`src/rtl/regfile_mp_pkg.sv`:
```
// Shared types and default widths for the multi-port register file.
package regfile_mp_pkg;

  localparam int unsigned DataWDef = 32;
  localparam int unsigned AddrWDef = 5;

  typedef enum logic [1:0] {
    StIdle,
    StClear,
    StDone
  } clr_state_e;

endpackage

```
`src/rtl/regfile_mp_if.sv`:
```
// Read, write, pending-mark and bulk-clear signals of the register file.
interface regfile_mp_if
  import regfile_mp_pkg::*;
#(
  parameter int unsigned DATA_W = DataWDef,
  parameter int unsigned ADDR_W = AddrWDef,
  parameter int unsigned NUM_RD = 2
);

  logic [NUM_RD*ADDR_W-1:0] rd_addr;
  logic [NUM_RD*DATA_W-1:0] rd_data;
  logic [NUM_RD-1:0]        rd_pend;
  logic [1:0]               wr_en;
  logic [2*ADDR_W-1:0]      wr_addr;
  logic [2*DATA_W-1:0]      wr_data;
  logic                     pend_set;
  logic [ADDR_W-1:0]        pend_addr;
  logic                     clr_req;
  logic                     clr_busy;
  logic                     clr_done;

  modport master (
    output rd_addr, wr_en, wr_addr, wr_data, pend_set, pend_addr, clr_req,
    input  rd_data, rd_pend, clr_busy, clr_done
  );

  modport slave (
    input  rd_addr, wr_en, wr_addr, wr_data, pend_set, pend_addr, clr_req,
    output rd_data, rd_pend, clr_busy, clr_done
  );

endinterface

```
`src/rtl/regfile_clr_fsm.sv`:
```
// Bulk-clear sequencer: walks registers 1..DEPTH-1, then pulses clr_done.
module regfile_clr_fsm
  import regfile_mp_pkg::*;
#(
  parameter int unsigned ADDR_W = AddrWDef
) (
  input  logic              clk,
  input  logic              rst_n,
  input  logic              clr_req,
  output logic              clr_busy,
  output logic              clr_done,
  output logic              clr_active,
  output logic [ADDR_W-1:0] clr_idx
);

  clr_state_e state_q;

  always_ff @(posedge clk or negedge rst_n) begin
    if (!rst_n) begin
      state_q  <= StIdle;
      clr_idx  <= '0;
      clr_busy <= 1'b0;
      clr_done <= 1'b0;
    end else begin
      case (state_q)
        StIdle: begin
          if (clr_req) begin
            state_q  <= StClear;
            clr_idx  <= ADDR_W'(1);
            clr_busy <= 1'b1;
          end
        end
        StClear: begin
          clr_idx <= clr_idx + ADDR_W'(1);
          // Last register of the array is being zeroed this cycle.
          if (clr_idx == '1) begin
            state_q  <= StDone;
            clr_done <= 1'b1;
          end
        end
        StDone: begin
          state_q  <= StIdle;
          clr_idx  <= '0;
          clr_busy <= 1'b0;
          clr_done <= 1'b0;
        end
        default: state_q <= StIdle;
      endcase
    end
  end

  assign clr_active = (state_q == StClear);

endmodule

```
`src/rtl/regfile_mp.sv`:
```
// Multi-port register file with pending-producer bits, write bypass and bulk clear.
module regfile_mp
  import regfile_mp_pkg::*;
#(
  parameter int unsigned DATA_W = DataWDef,
  parameter int unsigned ADDR_W = AddrWDef,
  parameter int unsigned NUM_RD = 2,
  parameter int unsigned BYPASS = 1
) (
  input logic         clk,
  input logic         rst_n,
  regfile_mp_if.slave bus
);

  localparam int unsigned DEPTH = 2 ** ADDR_W;

  logic [DATA_W-1:0] mem_q [DEPTH];
  logic [DEPTH-1:0]  pend_q;

  logic              clr_busy;
  logic              clr_done;
  logic              clr_active;
  logic [ADDR_W-1:0] clr_idx;

  logic [ADDR_W-1:0] wa [2];
  logic [DATA_W-1:0] wd [2];

  always_comb begin
    for (int unsigned i = 0; i < 2; i++) begin
      wa[i] = bus.wr_addr[i*ADDR_W +: ADDR_W];
      wd[i] = bus.wr_data[i*DATA_W +: DATA_W];
    end
  end

  regfile_clr_fsm #(
    .ADDR_W(ADDR_W)
  ) u_clr_fsm (
    .clk       (clk),
    .rst_n     (rst_n),
    .clr_req   (bus.clr_req),
    .clr_busy  (clr_busy),
    .clr_done  (clr_done),
    .clr_active(clr_active),
    .clr_idx   (clr_idx)
  );

  assign bus.clr_busy = clr_busy;
  assign bus.clr_done = clr_done;

  // Port 1 is applied after port 0 so it wins on an address collision;
  // pend_set is applied last so it survives a same-cycle write.
  always_ff @(posedge clk or negedge rst_n) begin
    if (!rst_n) begin
      mem_q  <= '{default: '0};
      pend_q <= '0;
    end else if (clr_active) begin
      mem_q[clr_idx]  <= '0;
      pend_q[clr_idx] <= 1'b0;
    end else if (!clr_busy) begin
      for (int unsigned i = 0; i < 2; i++) begin
        if (bus.wr_en[i] && wa[i] != '0) begin
          mem_q[wa[i]]  <= wd[i];
          pend_q[wa[i]] <= 1'b0;
        end
      end
      if (bus.pend_set && bus.pend_addr != '0) begin
        pend_q[bus.pend_addr] <= 1'b1;
      end
    end
  end

  logic [NUM_RD*DATA_W-1:0] rd_data_d;
  logic [NUM_RD-1:0]        rd_pend_d;
  logic [ADDR_W-1:0]        ra;

  always_comb begin
    rd_data_d = '0;
    rd_pend_d = '0;
    ra        = '0;
    for (int unsigned k = 0; k < NUM_RD; k++) begin
      ra = bus.rd_addr[k*ADDR_W +: ADDR_W];
      if (rst_n && ra != '0) begin
        rd_data_d[k*DATA_W +: DATA_W] = mem_q[ra];
        rd_pend_d[k]                  = pend_q[ra];
        if (BYPASS != 0 && !clr_busy) begin
          for (int unsigned i = 0; i < 2; i++) begin
            if (bus.wr_en[i] && wa[i] == ra) begin
              rd_data_d[k*DATA_W +: DATA_W] = wd[i];
              rd_pend_d[k]                  = bus.pend_set && (bus.pend_addr == ra);
            end
          end
        end
      end
    end
  end

  assign bus.rd_data = rd_data_d;
  assign bus.rd_pend = rd_pend_d;

endmodule

```
`src/flat_wrapper.sv`:
```
// flat-port wrapper written by rule: the top's interface ports become plain ports
module regfile_mp_flat import regfile_mp_pkg::*;
#(
  parameter int unsigned DATA_W = DataWDef,
  parameter int unsigned ADDR_W = AddrWDef,
  parameter int unsigned NUM_RD = 2,
  parameter int unsigned BYPASS = 1
)
  (clk, rst_n, bus_rd_addr, bus_wr_en, bus_wr_addr, bus_wr_data, bus_pend_set, bus_pend_addr, bus_clr_req, bus_rd_data, bus_rd_pend, bus_clr_busy, bus_clr_done);
  regfile_mp_if #(.DATA_W(DATA_W), .ADDR_W(ADDR_W), .NUM_RD(NUM_RD)) bus_i ();
  input logic clk;
  input logic rst_n;
  input wire logic [$bits(bus_i.rd_addr)-1:0] bus_rd_addr;
  input wire logic [$bits(bus_i.wr_en)-1:0] bus_wr_en;
  input wire logic [$bits(bus_i.wr_addr)-1:0] bus_wr_addr;
  input wire logic [$bits(bus_i.wr_data)-1:0] bus_wr_data;
  input wire logic [$bits(bus_i.pend_set)-1:0] bus_pend_set;
  input wire logic [$bits(bus_i.pend_addr)-1:0] bus_pend_addr;
  input wire logic [$bits(bus_i.clr_req)-1:0] bus_clr_req;
  output wire logic [$bits(bus_i.rd_data)-1:0] bus_rd_data;
  output wire logic [$bits(bus_i.rd_pend)-1:0] bus_rd_pend;
  output wire logic [$bits(bus_i.clr_busy)-1:0] bus_clr_busy;
  output wire logic [$bits(bus_i.clr_done)-1:0] bus_clr_done;
  assign bus_i.rd_addr = bus_rd_addr;
  assign bus_i.wr_en = bus_wr_en;
  assign bus_i.wr_addr = bus_wr_addr;
  assign bus_i.wr_data = bus_wr_data;
  assign bus_i.pend_set = bus_pend_set;
  assign bus_i.pend_addr = bus_pend_addr;
  assign bus_i.clr_req = bus_clr_req;
  assign bus_rd_data = bus_i.rd_data;
  assign bus_rd_pend = bus_i.rd_pend;
  assign bus_clr_busy = bus_i.clr_busy;
  assign bus_clr_done = bus_i.clr_done;
  regfile_mp #(.DATA_W(DATA_W), .ADDR_W(ADDR_W), .NUM_RD(NUM_RD), .BYPASS(BYPASS)) u_core (.clk(clk), .rst_n(rst_n), .bus(bus_i));
endmodule
```
`config.mk`:
```
export PLATFORM = sky130hd
export DESIGN_NAME = regfile_mp_flat
export DESIGN_NICKNAME = d
export VERILOG_FILES = /design/src/rtl/regfile_mp_pkg.sv /design/src/rtl/regfile_mp_if.sv /design/src/rtl/regfile_clr_fsm.sv /design/src/rtl/regfile_mp.sv /design/src/flat_wrapper.sv
export SDC_FILE = /design/constraint.sdc
export NUM_CORES = 2
export LEC_CHECK = 0
export ABC_AREA = 1
export CAP_MARGIN = 40
export CORE_MARGIN = 3
export CORE_UTILIZATION = 30
export DETAILED_ROUTE_END_ITERATION = 10
export MAX_ROUTING_LAYER = met4
export PLACE_DENSITY = 0.47
export REMOVE_ABC_BUFFERS = 1
export SETUP_SLACK_MARGIN = 0.15
export SYNTH_ARGS = -nofsm -noshare
export SYNTH_HDL_FRONTEND = slang
export SYNTH_SLANG_ARGS = --single-unit
```
`constraint.sdc`:
```
create_clock -name clk -period 2 [get_ports clk]
set_input_delay 0.2 -clock clk [delete_from_list [all_inputs] [get_ports clk]]
set_output_delay 0.2 -clock clk [all_outputs]
set_load 0.02 [all_outputs]
```
==> results.sh <==
export IMPL_ys_flop_type="dfrtp_1"
export IMPL_fin_nets=14710
export IMPL_yosysMostFrequentCell="nand2_1"
export IMPL_floorplan_initialDensity_pct=30.25
export IMPL_seq_area_frac_synth_pct=33.15
export IMPL_power_frac_clock_pct=26.9
export IMPL_grt_pass1_wl_um=830100
export IMPL_grt_util_all_layers_pct=44.35
export IMPL_clk_insertion_delay_late_ns=0.87
export IMPL_drt_drc_violations_left=0
export IMPL_place_inst=17680
export IMPL_leakagePower_nw=55.88
export IMPL_skew_ns=0.04338
export IMPL_p_r_area_growth_vs_syn_pct=48.09
export IMPL_drt_iter0_drc=18050
export IMPL_worst_slew_margin_rel_pct=8.875
export IMPL_synth_cell_type_count=37
export IMPL_cell_at_the_root_of_the_clock_tree="clkbuf_16"
export IMPL_fin_tns_setup_ns=-126.79
export IMPL_die_height_um=523.7
export IMPL_power_share_switching_pct=40.44
export IMPL_die_area_mm2=0.2742
export IMPL_clk_pin_slew_ns=0.06
export IMPL_synthesis_area_mm2=0.08039
export IMPL_timing_critical_path_slowest_cell_delay_ns=0.36
export IMPL_status="finished with violations"
export IMPL_overflow=0
export IMPL_layout_cells_non_filler=18290
export IMPL_routability_congestion=1.074
export IMPL_clock_tree_htree_level_count=4
export IMPL_coreArea_mm2=0.2658
export IMPL_grt_pass1_vias=101600
export IMPL_route_vias_total=111700
export IMPL_antenna_viol_nets_final=0
export IMPL_top_cell_type_s_share_of_synthesized_area_pct=33.15
export IMPL_timing_setup_critical_path_class="reg2out"
export IMPL_reg_to_reg_critical_path_startpoint="u_core.u_clr_fsm.state_q[0]$_DFFE_PN0P_"
export IMPL_combinationalPowerShare_pct=42.6
export IMPL_highest_delay_cell_along_the_critical_path="dfrtp_1"
export IMPL_hold_viol=0
export IMPL_violations="negative setup slack"
export IMPL_pwr_share_seq_pct=30.5
export IMPL_required_ns=1.80
export IMPL_synth_enable_flop_cells=0
export IMPL_dpl_worst_slack_ns=-1.258
export IMPL_power_report_internal_total_w=0.06369
export IMPL_timing_critical_path_to_type="output pin"
export IMPL_placementRows=189
export IMPL_numPortBuffers=162
export IMPL_dieWidth_um=523.7
export IMPL_setup_violations_final=922
export IMPL_synth_largest_area_cell="dfrtp_1"
export IMPL_total_power_w=0.1069
export IMPL_routed_wirelength_um=624000
export IMPL_floorplan_io_pins=163
export IMPL_sequential_cell_area_mm2=0.02665
export IMPL_cp_num_buf_inv=7
export IMPL_grt_start_max_net_pins=150
export IMPL_synth_common_cells="nand2_1, o21ai_0, a21oi_1"
export IMPL_path_delay_family="buffers and inverters"
export IMPL_drtPass1Iterations=7
export IMPL_cp_startpoint="u_core.u_clr_fsm.clr_busy$_DFFE_PN0P_"
export IMPL_multi_input_area_mm2=0.04963
export IMPL_vdd_drop_max_uv=780.8
export IMPL_netlist_instances=12990
export IMPL_clockBufferDepth=3
export IMPL_min_delay_path_class="in2async"
export IMPL_layout_filler_cells=27100
export IMPL_grt_setup_unrepaired="true"
export IMPL_reg2reg_depth=13
export IMPL_r2r_setup_slack_ns=-0.26
export IMPL_postLayoutSetupSlackWorst_ns=-0.8322
export IMPL_switchingPower_w=0.04324
export IMPL_wl_per_cell_um=34.12
export IMPL_p_per_area_mw_per_mm2=898.1
export IMPL_yosys_register_bits=1065
export IMPL_tritoncts_num_buffers=150
export IMPL_synth_warning_count=0
export IMPL_worst_r2r_endpoint="u_core.mem_q[607]$_DFFE_PN0P_"
export IMPL_ys_async_sr_fraction_pct=100.0
export IMPL_cts_sink_count=1065
export IMPL_timing_worst_slew_pin_value_ns=1.367
export IMPL_post_route_min_period_ns=2.832
export IMPL_synthTopCellsByArea="dfrtp_1, nand2_1, o21ai_0"
export IMPL_worst_path_max_fanout=8
export IMPL_average_cell_area_after_synthesis_um2=6.190
export IMPL_max_frequency_ghz=0.3531
export IMPL_grt_antenna_before_repair=59
export IMPL_critical_path_cell_chain="buf_12 > clkinvlp_4 > nand2_4 > buf_12 > buf_12 > buf_6 > nand2_4 > nor2_4 > nor2_2 > buf_6 > buf_6"
export IMPL_timing_final_max_slew_violations=0
export IMPL_critical_path_source_type="flop"
export IMPL_detailedPlacementHpwl_um=430200
export IMPL_layout_cell_share_with_drive_strength_beyond_1_pct=25.78
export IMPL_timing_critical_path_arrival_ns=2.63
export IMPL_cap_viol_max_count=0
export IMPL_tritoncts_clock_tree="built"
export IMPL_finalCritPeriodShare_pct=141.6
export IMPL_vias_per_cell=6.105
==> cell type report <==
cell class,instances,share of cell area (%)
repair buffers,2703,25.04
clock inverters,41,0.5129
clock buffers,221,3.691
multi-input cells,9811,41.69
flip-flops and latches,1065,22.39
well taps,3533,3.713
diodes,40,0.08408
inverters,877,2.863
repair inverters,1,0.02522
==> layer usage <==
layer  track usage, %  wire, µm
met1            54.93    233300
met2            60.98    251300
met3            12.72     81310
met4            32.45     58190
met5                -         0
==> power groups by stage <==
stage	logic [W]	clock network (W)	registers (W)
global placement	0.0395	0	0.0323
global route	0.0488	0.0296	0.0332
floorplan	0.0187	0	0.0318
detailed placement	0.0402	0	0.0325
CTS	0.0422	0.0288	0.0322
finish	0.0455	0.0288	0.0326
==> per-stage QoR <==
stage / util (%) / hold slack (ns) / area, µm²
CTS: 43.33 / 0.01313 / 115200
global placement: 39.25 / 0.2271 / 104300
finish: 44.79 / 0.03437 / 119100
detailed placement: 39.25 / 0.2217 / 104300
global route: 44.78 / 0.04872 / 119000
floorplan: - / -0.09559 / 75370
==> state kept, by name (all words and copies together) (netlist names) <==
signal and count:
u_core.mem_q 1024, u_core.u_clr_fsm.state_q 2, u_core.u_clr_fsm.clr_done 1, u_core.u_clr_fsm.clr_idx 5, u_core.u_clr_fsm.clr_busy 1, u_core.pend_q 32
==> how the worst max path moves through the flow <==
stage,depth (start not counted),endpoint,slack (ns)
CTS,8,bus_rd_data[17],-0.91
floorplan,7,u_core.mem_q[32]$_DFFE_PN0P_,-22.43
global placement,13,bus_rd_data[42],-1.24
global route,15,bus_rd_data[29],-0.88
finish,11,bus_rd_data[47],-0.83
detailed placement,13,bus_rd_data[42],-1.26
==> cells in the final DEF (no fill, tap or decap), types with 31 or more instances in the layout <==
cell type and count:
a211oi_1 40, o22ai_1 144, dfrtp_1 1063, nand4_1 69, buf_6 214, nand3_1 812
o21ai_2 107, inv_2 109, clkdlybuf4s50_1 80, nor3_1 42, nand2_4 84, buf_16 70
nand2_1 3534, nor2_1 506, nand3_2 89, nor2_4 117, o21ai_0 1840, nor2_2 65
clkbuf_16 179, diode_2 40, o211ai_1 441, o21ai_1 290, buf_12 506, a21oi_1 1223
a21oi_2 99, nand2_2 150, buf_8 38, clkbuf_1 37, inv_1 741, clkbuf_8 31
buf_4 1761
==> worst register-to-register path, cell delays in order (launching register included) <==
cell and delay [ns]:
dfrtp_1 0.41, ha_4 0.18, buf_6 0.11, nor2_4 0.11, buf_6 0.12, buf_12 0.12, buf_4 0.16, buf_4 0.16
a21oi_2 0.05, inv_4 0.18, buf_4 0.20, o21ai_0 0.14, nand2_1 0.08, o221ai_1 0.10
==> cells by family after synthesis <==
| kind of cell | synth area share (%) |
|---|---|
| adder cells (fa/ha/maj) | 0.1401 |
| buffers and inverters | 10.34 |
| AO/OA/AOI/OAI | 28.57 |
| flip-flops | 33.15 |
| AND/OR/NAND/NOR | 27.78 |
| XOR/XNOR | 0.02179 |
==> what timing repair did <==
item                                   in CTS  in global routing
setup endpoints to repair                1083               1087
hold buffers                                2                  0
gates cloned                               49                 31
endpoints found under the hold margin     642                  0
gates resized for setup                  1124                751
buffers inserted                          142                 85
pin swaps                                 297                345
Note: power is estimated with default switching activity, not from simulation.
